## config.mk

```make
export PLATFORM = sky130hd
export DESIGN_NAME = arc4_encrypt
export DESIGN_NICKNAME = d
export VERILOG_FILES = /design/src/rtl/arc4_pkg.sv /design/src/rtl/arc4_sbox_init.sv /design/src/rtl/arc4_encrypt.sv
export SDC_FILE = /design/constraint.sdc
export NUM_CORES = 1
export LEC_CHECK = 0
export CORE_ASPECT_RATIO = 2
export CORE_MARGIN = 2
export CORE_UTILIZATION = 50
export CTS_BUF_LIST = sky130_fd_sc_hd__clkbuf_8 sky130_fd_sc_hd__clkbuf_16
export CTS_CLUSTER_SIZE = 40
export DETAILED_ROUTE_END_ITERATION = 12
export PLACE_DENSITY = 0.83
export SKIP_CTS_REPAIR_TIMING = 1
export SLEW_MARGIN = 20
export SYNTH_ARGS = -nofsm -noshare
export SYNTH_HDL_FRONTEND = slang
export SYNTH_SLANG_ARGS = --single-unit
```

## constraint.sdc

```tcl
create_clock -name clk -period 5.6 [get_ports clk]
set_input_delay 1.12 -clock clk [delete_from_list [all_inputs] [get_ports clk]]
set_output_delay 1.12 -clock clk [all_outputs]
set_load 0.02 [all_outputs]
```

## src/rtl/arc4_pkg.sv

```systemverilog
// Shared ARC4 definitions: FSM states, S-box size and key byte extraction.
package arc4_pkg;

    localparam int S_SIZE  = 256;
    localparam int KEY_MAX = 256;

    typedef enum logic [3:0] {
        IDLE, INIT,
        KSA_RD_I, KSA_RD_J, KSA_WR_I, KSA_WR_J,
        LEN_RD, LEN_WR,
        PRGA_RD_I, PRGA_RD_J, PRGA_WR_I, PRGA_WR_J,
        PRGA_RD_PAD, PRGA_RD_PT, PRGA_WR_CT,
        DONE
    } state_t;

    // Key is big-endian: byte 0 is the most significant of the kl valid bytes.
    function automatic logic [7:0] key_byte(input logic [KEY_MAX-1:0] key, input int kl, input int idx);
        return key[(kl - 1 - idx) * 8 +: 8];
    endfunction

endpackage

```

## src/rtl/arc4_sbox_init.sv

```systemverilog
// Fills the S-box RAM with S[i]=i, one write per cycle, using an en/rdy start.
module arc4_sbox_init import arc4_pkg::*; (
    input  logic       clk,
    input  logic       rst,
    input  logic       en,
    output logic       rdy,
    output logic [7:0] addr,
    output logic [7:0] wrdata,
    output logic       wren
);

    assign wrdata = addr;

    always_ff @(posedge clk or posedge rst) begin
        if (rst) begin
            rdy  <= 1'b1;
            addr <= '0;
            wren <= 1'b0;
        end else if (rdy) begin
            if (en) begin
                rdy  <= 1'b0;
                wren <= 1'b1;
                addr <= '0;
            end
        end else if (addr == 8'(S_SIZE - 1)) begin
            rdy  <= 1'b1;
            wren <= 1'b0;
            addr <= '0;
        end else begin
            addr <= addr + 1'b1;
        end
    end

endmodule

```

## src/rtl/arc4_encrypt.sv

```systemverilog
// ARC4 encryptor: S-box init, key schedule, then keystream XOR of a
// length-prefixed plaintext buffer into a length-prefixed ciphertext buffer.
module arc4_encrypt import arc4_pkg::*; #(
    parameter int KEY_W  = 24,
    parameter int MEM_AW = 8
) (
    input  logic              clk,
    input  logic              rst,
    input  logic              en,
    output logic              rdy,
    input  logic [KEY_W-1:0]  key,
    output logic [7:0]        s_addr,
    output logic [7:0]        s_wrdata,
    output logic              s_wren,
    input  logic [7:0]        s_rddata,
    output logic [MEM_AW-1:0] pt_addr,
    input  logic [7:0]        pt_rddata,
    output logic [MEM_AW-1:0] ct_addr,
    output logic [7:0]        ct_wrdata,
    output logic              ct_wren
);

    localparam int KL  = KEY_W / 8;
    localparam int KIW = (KL > 1) ? $clog2(KL) : 1;

    state_t            state;
    logic              ph;
    logic [7:0]        i, j, si, sj, ptb;
    logic [MEM_AW-1:0] k, len;
    logic [KIW-1:0]    kidx;
    logic [KEY_W-1:0]  key_q;
    logic [7:0]        s_addr_q, s_wrdata_q;
    logic              s_wren_q;
    logic              init_rdy, init_wren, start;
    logic [7:0]        init_addr, init_wrdata;
    logic [7:0]        kb, j_ksa, j_prga;

    assign start  = rdy & en & init_rdy;
    assign kb     = key_byte(KEY_MAX'(key_q), KL, int'(kidx));
    assign j_ksa  = j + s_rddata + kb;
    assign j_prga = j + s_rddata;

    arc4_sbox_init u_init (
        .clk    (clk),
        .rst    (rst),
        .en     (start),
        .rdy    (init_rdy),
        .addr   (init_addr),
        .wrdata (init_wrdata),
        .wren   (init_wren)
    );

    // The init engine owns the S port only while the FSM sits in INIT.
    assign s_addr   = (state == INIT) ? init_addr   : s_addr_q;
    assign s_wrdata = (state == INIT) ? init_wrdata : s_wrdata_q;
    assign s_wren   = (state == INIT) ? init_wren   : s_wren_q;

    always_ff @(posedge clk or posedge rst) begin
        if (rst) begin
            state      <= IDLE;
            rdy        <= 1'b1;
            ph         <= 1'b0;
            i          <= '0;
            j          <= '0;
            si         <= '0;
            sj         <= '0;
            ptb        <= '0;
            k          <= '0;
            len        <= '0;
            kidx       <= '0;
            key_q      <= '0;
            s_addr_q   <= '0;
            s_wrdata_q <= '0;
            s_wren_q   <= 1'b0;
            pt_addr    <= '0;
            ct_addr    <= '0;
            ct_wrdata  <= '0;
            ct_wren    <= 1'b0;
        end else begin
            case (state)
                IDLE: if (start) begin
                    key_q <= key;
                    rdy   <= 1'b0;
                    i     <= '0;
                    j     <= '0;
                    kidx  <= '0;
                    ph    <= 1'b0;
                    state <= INIT;
                end
                INIT: if (init_wren && init_addr == 8'(S_SIZE - 1)) state <= KSA_RD_I;
                KSA_RD_I: begin
                    s_addr_q <= i;
                    s_wren_q <= 1'b0;
                    ph       <= 1'b0;
                    state    <= KSA_RD_J;
                end
                // ph=0 is the RAM latency cycle; ph=1 consumes the read data.
                KSA_RD_J: if (!ph) ph <= 1'b1;
                else begin
                    ph       <= 1'b0;
                    si       <= s_rddata;
                    j        <= j_ksa;
                    s_addr_q <= j_ksa;
                    kidx     <= (kidx == KIW'(KL - 1)) ? '0 : kidx + 1'b1;
                    state    <= KSA_WR_I;
                end
                KSA_WR_I: if (!ph) ph <= 1'b1;
                else begin
                    ph         <= 1'b0;
                    sj         <= s_rddata;
                    s_addr_q   <= i;
                    s_wrdata_q <= s_rddata;
                    s_wren_q   <= 1'b1;
                    state      <= KSA_WR_J;
                end
                KSA_WR_J: begin
                    s_addr_q   <= j;
                    s_wrdata_q <= si;
                    s_wren_q   <= 1'b1;
                    i          <= i + 1'b1;
                    if (i == 8'hFF) begin
                        j       <= '0;
                        pt_addr <= '0;
                        ph      <= 1'b0;
                        state   <= LEN_RD;
                    end else begin
                        state <= KSA_RD_I;
                    end
                end
                LEN_RD: begin
                    s_wren_q <= 1'b0;
                    if (!ph) ph <= 1'b1;
                    else begin
                        ph    <= 1'b0;
                        len   <= MEM_AW'(pt_rddata);
                        state <= LEN_WR;
                    end
                end
                LEN_WR: begin
                    ct_addr   <= '0;
                    ct_wrdata <= 8'(len);
                    ct_wren   <= 1'b1;
                    k         <= MEM_AW'(1);
                    i         <= '0;
                    j         <= '0;
                    state     <= (len == '0) ? DONE : PRGA_RD_I;
                end
                PRGA_RD_I: begin
                    ct_wren  <= 1'b0;
                    i        <= i + 1'b1;
                    s_addr_q <= i + 1'b1;
                    ph       <= 1'b0;
                    state    <= PRGA_RD_J;
                end
                PRGA_RD_J: if (!ph) ph <= 1'b1;
                else begin
                    ph       <= 1'b0;
                    si       <= s_rddata;
                    j        <= j_prga;
                    s_addr_q <= j_prga;
                    state    <= PRGA_WR_I;
                end
                PRGA_WR_I: if (!ph) ph <= 1'b1;
                else begin
                    ph         <= 1'b0;
                    sj         <= s_rddata;
                    s_addr_q   <= i;
                    s_wrdata_q <= s_rddata;
                    s_wren_q   <= 1'b1;
                    pt_addr    <= k;
                    state      <= PRGA_WR_J;
                end
                PRGA_WR_J: begin
                    s_addr_q   <= j;
                    s_wrdata_q <= si;
                    state      <= PRGA_RD_PAD;
                end
                // Post-swap S[i]=sj, S[j]=si, so the pad index is si+sj either way.
                PRGA_RD_PAD: begin
                    s_wren_q <= 1'b0;
                    s_addr_q <= si + sj;
                    ptb      <= pt_rddata;
                    state    <= PRGA_RD_PT;
                end
                PRGA_RD_PT: state <= PRGA_WR_CT;
                PRGA_WR_CT: begin
                    ct_addr   <= k;
                    ct_wrdata <= s_rddata ^ ptb;
                    ct_wren   <= 1'b1;
                    k         <= k + 1'b1;
                    state     <= (k == len) ? DONE : PRGA_RD_I;
                end
                DONE: begin
                    ct_wren <= 1'b0;
                    rdy     <= 1'b1;
                    state   <= IDLE;
                end
                default: state <= IDLE;
            endcase
        end
    end

endmodule

```

==> results by group <==
STA
  • Maximum operating frequency: 239 MHz
  • Hold slack: ~0.48 ns
  • Max Slew Vio Count: 0
  • Final total negative setup slack: 0 ns
  • Worst relative slew slack: 29.7%
  • RSZ-0062 raised after global routing: no
  • Setup violators final: 0
  • Portion of the clock cycle consumed by the worst path in the final layout: 74.7%
  • Minimum clock period: 4.18 ns
  • Final number of hold-violating endpoints: 0
  • Transition time at the pin with the least slew margin: around 1.1 ns
  • Clock Skew: 0.00820 ns

Min path
  • Tightest Hold Check Type: register to register

Power
  • Highest ir drop seen on vdd: 0.000372 V
  • Leakage Power: 4.20 nW
  • Power density cells: around 590 nW/um^2

Synthesis
  • Instance count of the mapped netlist: 836
  • Syn_nets: between 900 and 1000
  • Cell types occupying the most area after synthesis: dfrtp_1, mux2_2, nand2_1, ha_1, o21ai_0
  • Yosys top cell area share: a little over two fifths
  • Count of flip-flops with a built-in enable after synthesis: 0
  • Cell type with the highest aggregate area in the netlist: dfrtp_1
  • Top_reg_cell synth: dfrtp_1
  • Post-synthesis async set-or-reset flop share: 100%
  • Top-count cell post-synth: dfrtp_1
  • Synthesized flop and latch total: 140
  • Post-Syn Area: approximately 8000 sq um
  • Sequential area share after synthesis: 44.5%
  • Synthesized area divided by synthesized cell count: 9.43 sq um
  • Most numerous cell types in the synthesized netlist: dfrtp_1, nand2_1, nor2_1
  • Synthesis Warnings: 0
  • Number of distinct standard cells referenced by the synthesized netlist: 65

Global route
  • Number of global-route vias before repair: 6851
  • Pin count of the biggest net entering global routing: 65
  • Global routing usage summed across all routing layers: 25.4%
  • Remaining global-route overflow: 0
  • First-pass GRT wire length: 33700 um
  • Initial antenna violation count: 0

Critical path
  • Critical path data arrival time: 4.44 ns
  • Crit path cell chain: clkdlybuf4s50_1, ha_1, inv_1, fa_1, nor2b_1, o21ai_0, a21oi_1, ha_1, o21a_1, o31a_1, o211ai_1, o31ai_1, a211o_1, o32ai_1, o21ai_0
  • Buffering stage count on the worst path with inverters included: 2
  • Critical Path Sink Type: register
  • Critical-path cell with the highest stage delay: clkdlybuf4s50_1
  • Required arrival time at the worst endpoint: 5.86 ns
  • Kind of launch point of the worst setup path: input pin
  • CP Max Fanout: 5
  • WS Path Type: input pin to register
  • Critical Path Max Stage Delay: 0.58 ns
  • Cell class contributing the biggest share of worst-path delay: compound AO/OA/AOI/OAI gates

Final layout
  • Final Net Count: 978
  • Layout overhead on the synthesized area: 20.3%
  • Diode insertion count for antenna repair: 0
  • Proportion of layout cells with a drive suffix above 1: 10.8%

Clock tree
  • Clock tree root buffer cell: clkbuf_16
  • CTS sink cnt: 140
  • Number of buffers created by CTS: 17
  • # H-tree levels: 4
  • Clock slew at the register clock pins of the worst setup and hold paths: 0.06 ns
  • Max Root-Sink Buffers: 2
  • Worst-Skew Late Latency: ~0.42 ns
  • Clock tree from TritonCTS: done

Die
  • CORE AREA: 15600 sq um
  • Overall die area: 16800 sq um
  • Effective utilization at floorplan: 50.5%
  • Die W: approximately 93 um
  • Std-Cell Rows: 65
  • Number of placed I/O pins: 86
  • Die Y-Extent: ~180 um

Placed design
  • Placer congestion estimate: 0.934
  • Number of input and output port buffers inserted: 85
  • Post-DP HPWL: roughly 15000 um

Status
  • Run status: complete, no violations

Routing
  • Vias after detailed routing: a little under 7000
  • DRC: 0
  • Length of the first detailed-routing pass in iterations: 6
  • Detailed-route vias per instance: 6.01
  • Violation count after the first detailed-route iteration: 553
  • Post-detailed-route wirelength per cell: about 18 um
  • Aggregate routed wire length: 20600 um
  • Antenna-violating nets left: 0

Run
  • Count of max-cap constraint violations: 0
## final cells by class
cell class,count,area (sq um)
clock buffer,17,425
clock inverter,15,209
fill,1293,6130
inverter,18,72.6
multi-input combinational,639,4140
sequential,140,3510
tap,201,251
timing repair buffer,89,881
## worst min-delay path, stage by stage, from the launching register on
cell	delay (ns)
dfrtp_1	0.35
nand2_1	0.05
o21ai_0	0.06
## cell families (layout without fill, tap and decap cells)
logic type	after synthesis	after routing	share of synthesized area, %
AND/OR/NAND/NOR	299	299	17.1
AO/OA/AOI/OAI	206	206	17.0
flip-flops	140	140	44.5
multiplexers	67	67	9.29
buffers and inverters	57	139	3.05
XOR/XNOR	37	37	4.11
adder cells (fa/ha/maj)	30	30	5.05
## per-stage QoR
stage	setup slack, ns	instances	util (%)	total power [mW]	area, sq um
global route	1.29	1119	60.7	5.91	9480
CTS	1.49	1119	60.7	5.53	9480
detailed placement	1.05	1087	56.7	4.29	8850
finish	1.42	1119	60.7	5.55	9480
global placement	1.13	1087	56.7	4.19	8850
floorplan	0.730	836	-	3.53	7880
## final timing paths
kind                       slack, ns  cells past startpoint                       to                    start
max                             1.42                     15  s_addr_q[6]$_DFFE_PP0P_              s_rddata[0]
min                             0.48                      2  s_addr_q[1]$_DFFE_PP0P_  s_addr_q[1]$_DFFE_PP0P_
max reg2reg                     1.55                     14  s_addr_q[6]$_DFFE_PP0P_      kidx[0]$_DFFE_PP0P_
min reg2reg                     0.48                      2  s_addr_q[1]$_DFFE_PP0P_  s_addr_q[1]$_DFFE_PP0P_
max in group asynchronous       3.43                      3   pt_addr[4]$_DFFE_PP0P_                      rst
min in group asynchronous       1.15                      2    key_q[20]$_DFFE_PP0P_                      rst
## layer usage
layer  track usage (%)  part of all wire (%)
met1              30.5                    38
met2              42.5                    51
met3              6.35                   7.1
met4              11.5                   3.8
met5                 0                     0
## sequential cells by signal (all words and copies together), names as in the netlist, 2 cells and up
register     cells
key_q           24
ct_addr          8
ct_wrdata        8
i                8
j                8
k                8
len              8
pt_addr          8
ptb              8
s_addr_q         8
s_wrdata_q       8
si               8
sj               8
u_init.addr      8
state            4
kidx             2
## cells in the final DEF, fill, tap and decap left out, drive strengths merged, types with 5 or more instances in the layout
cell	Yosys	layout
dfrtp	138	138
nand2	132	132
clkdlybuf4s50	0	85
nor2	70	70
o21ai	64	64
mux2	49	49
a21oi	48	48
xnor2	29	29
ha	27	27
nand3	26	26
inv	17	22
mux2i	18	18
clkbuf	19	17
nor2b	14	14
and3	11	11
nand2b	10	10
a221o	10	10
a22o	10	10
nor3	9	9
a21o	8	8
xor2	8	8
nand4	8	8
o21a	7	7
a22oi	7	7
o22ai	7	7
o31ai	7	7
and2	6	6
a31oi	6	6
a211oi	5	5
clkinv	1	5
## power breakdown
group          total [mW]  switching (mW)  internal (mW)
Combinational        2.57            1.42           1.14
Sequential           1.76           0.413           1.35
Clock                1.22           0.468          0.754
(Power assumes the default switching activity.)
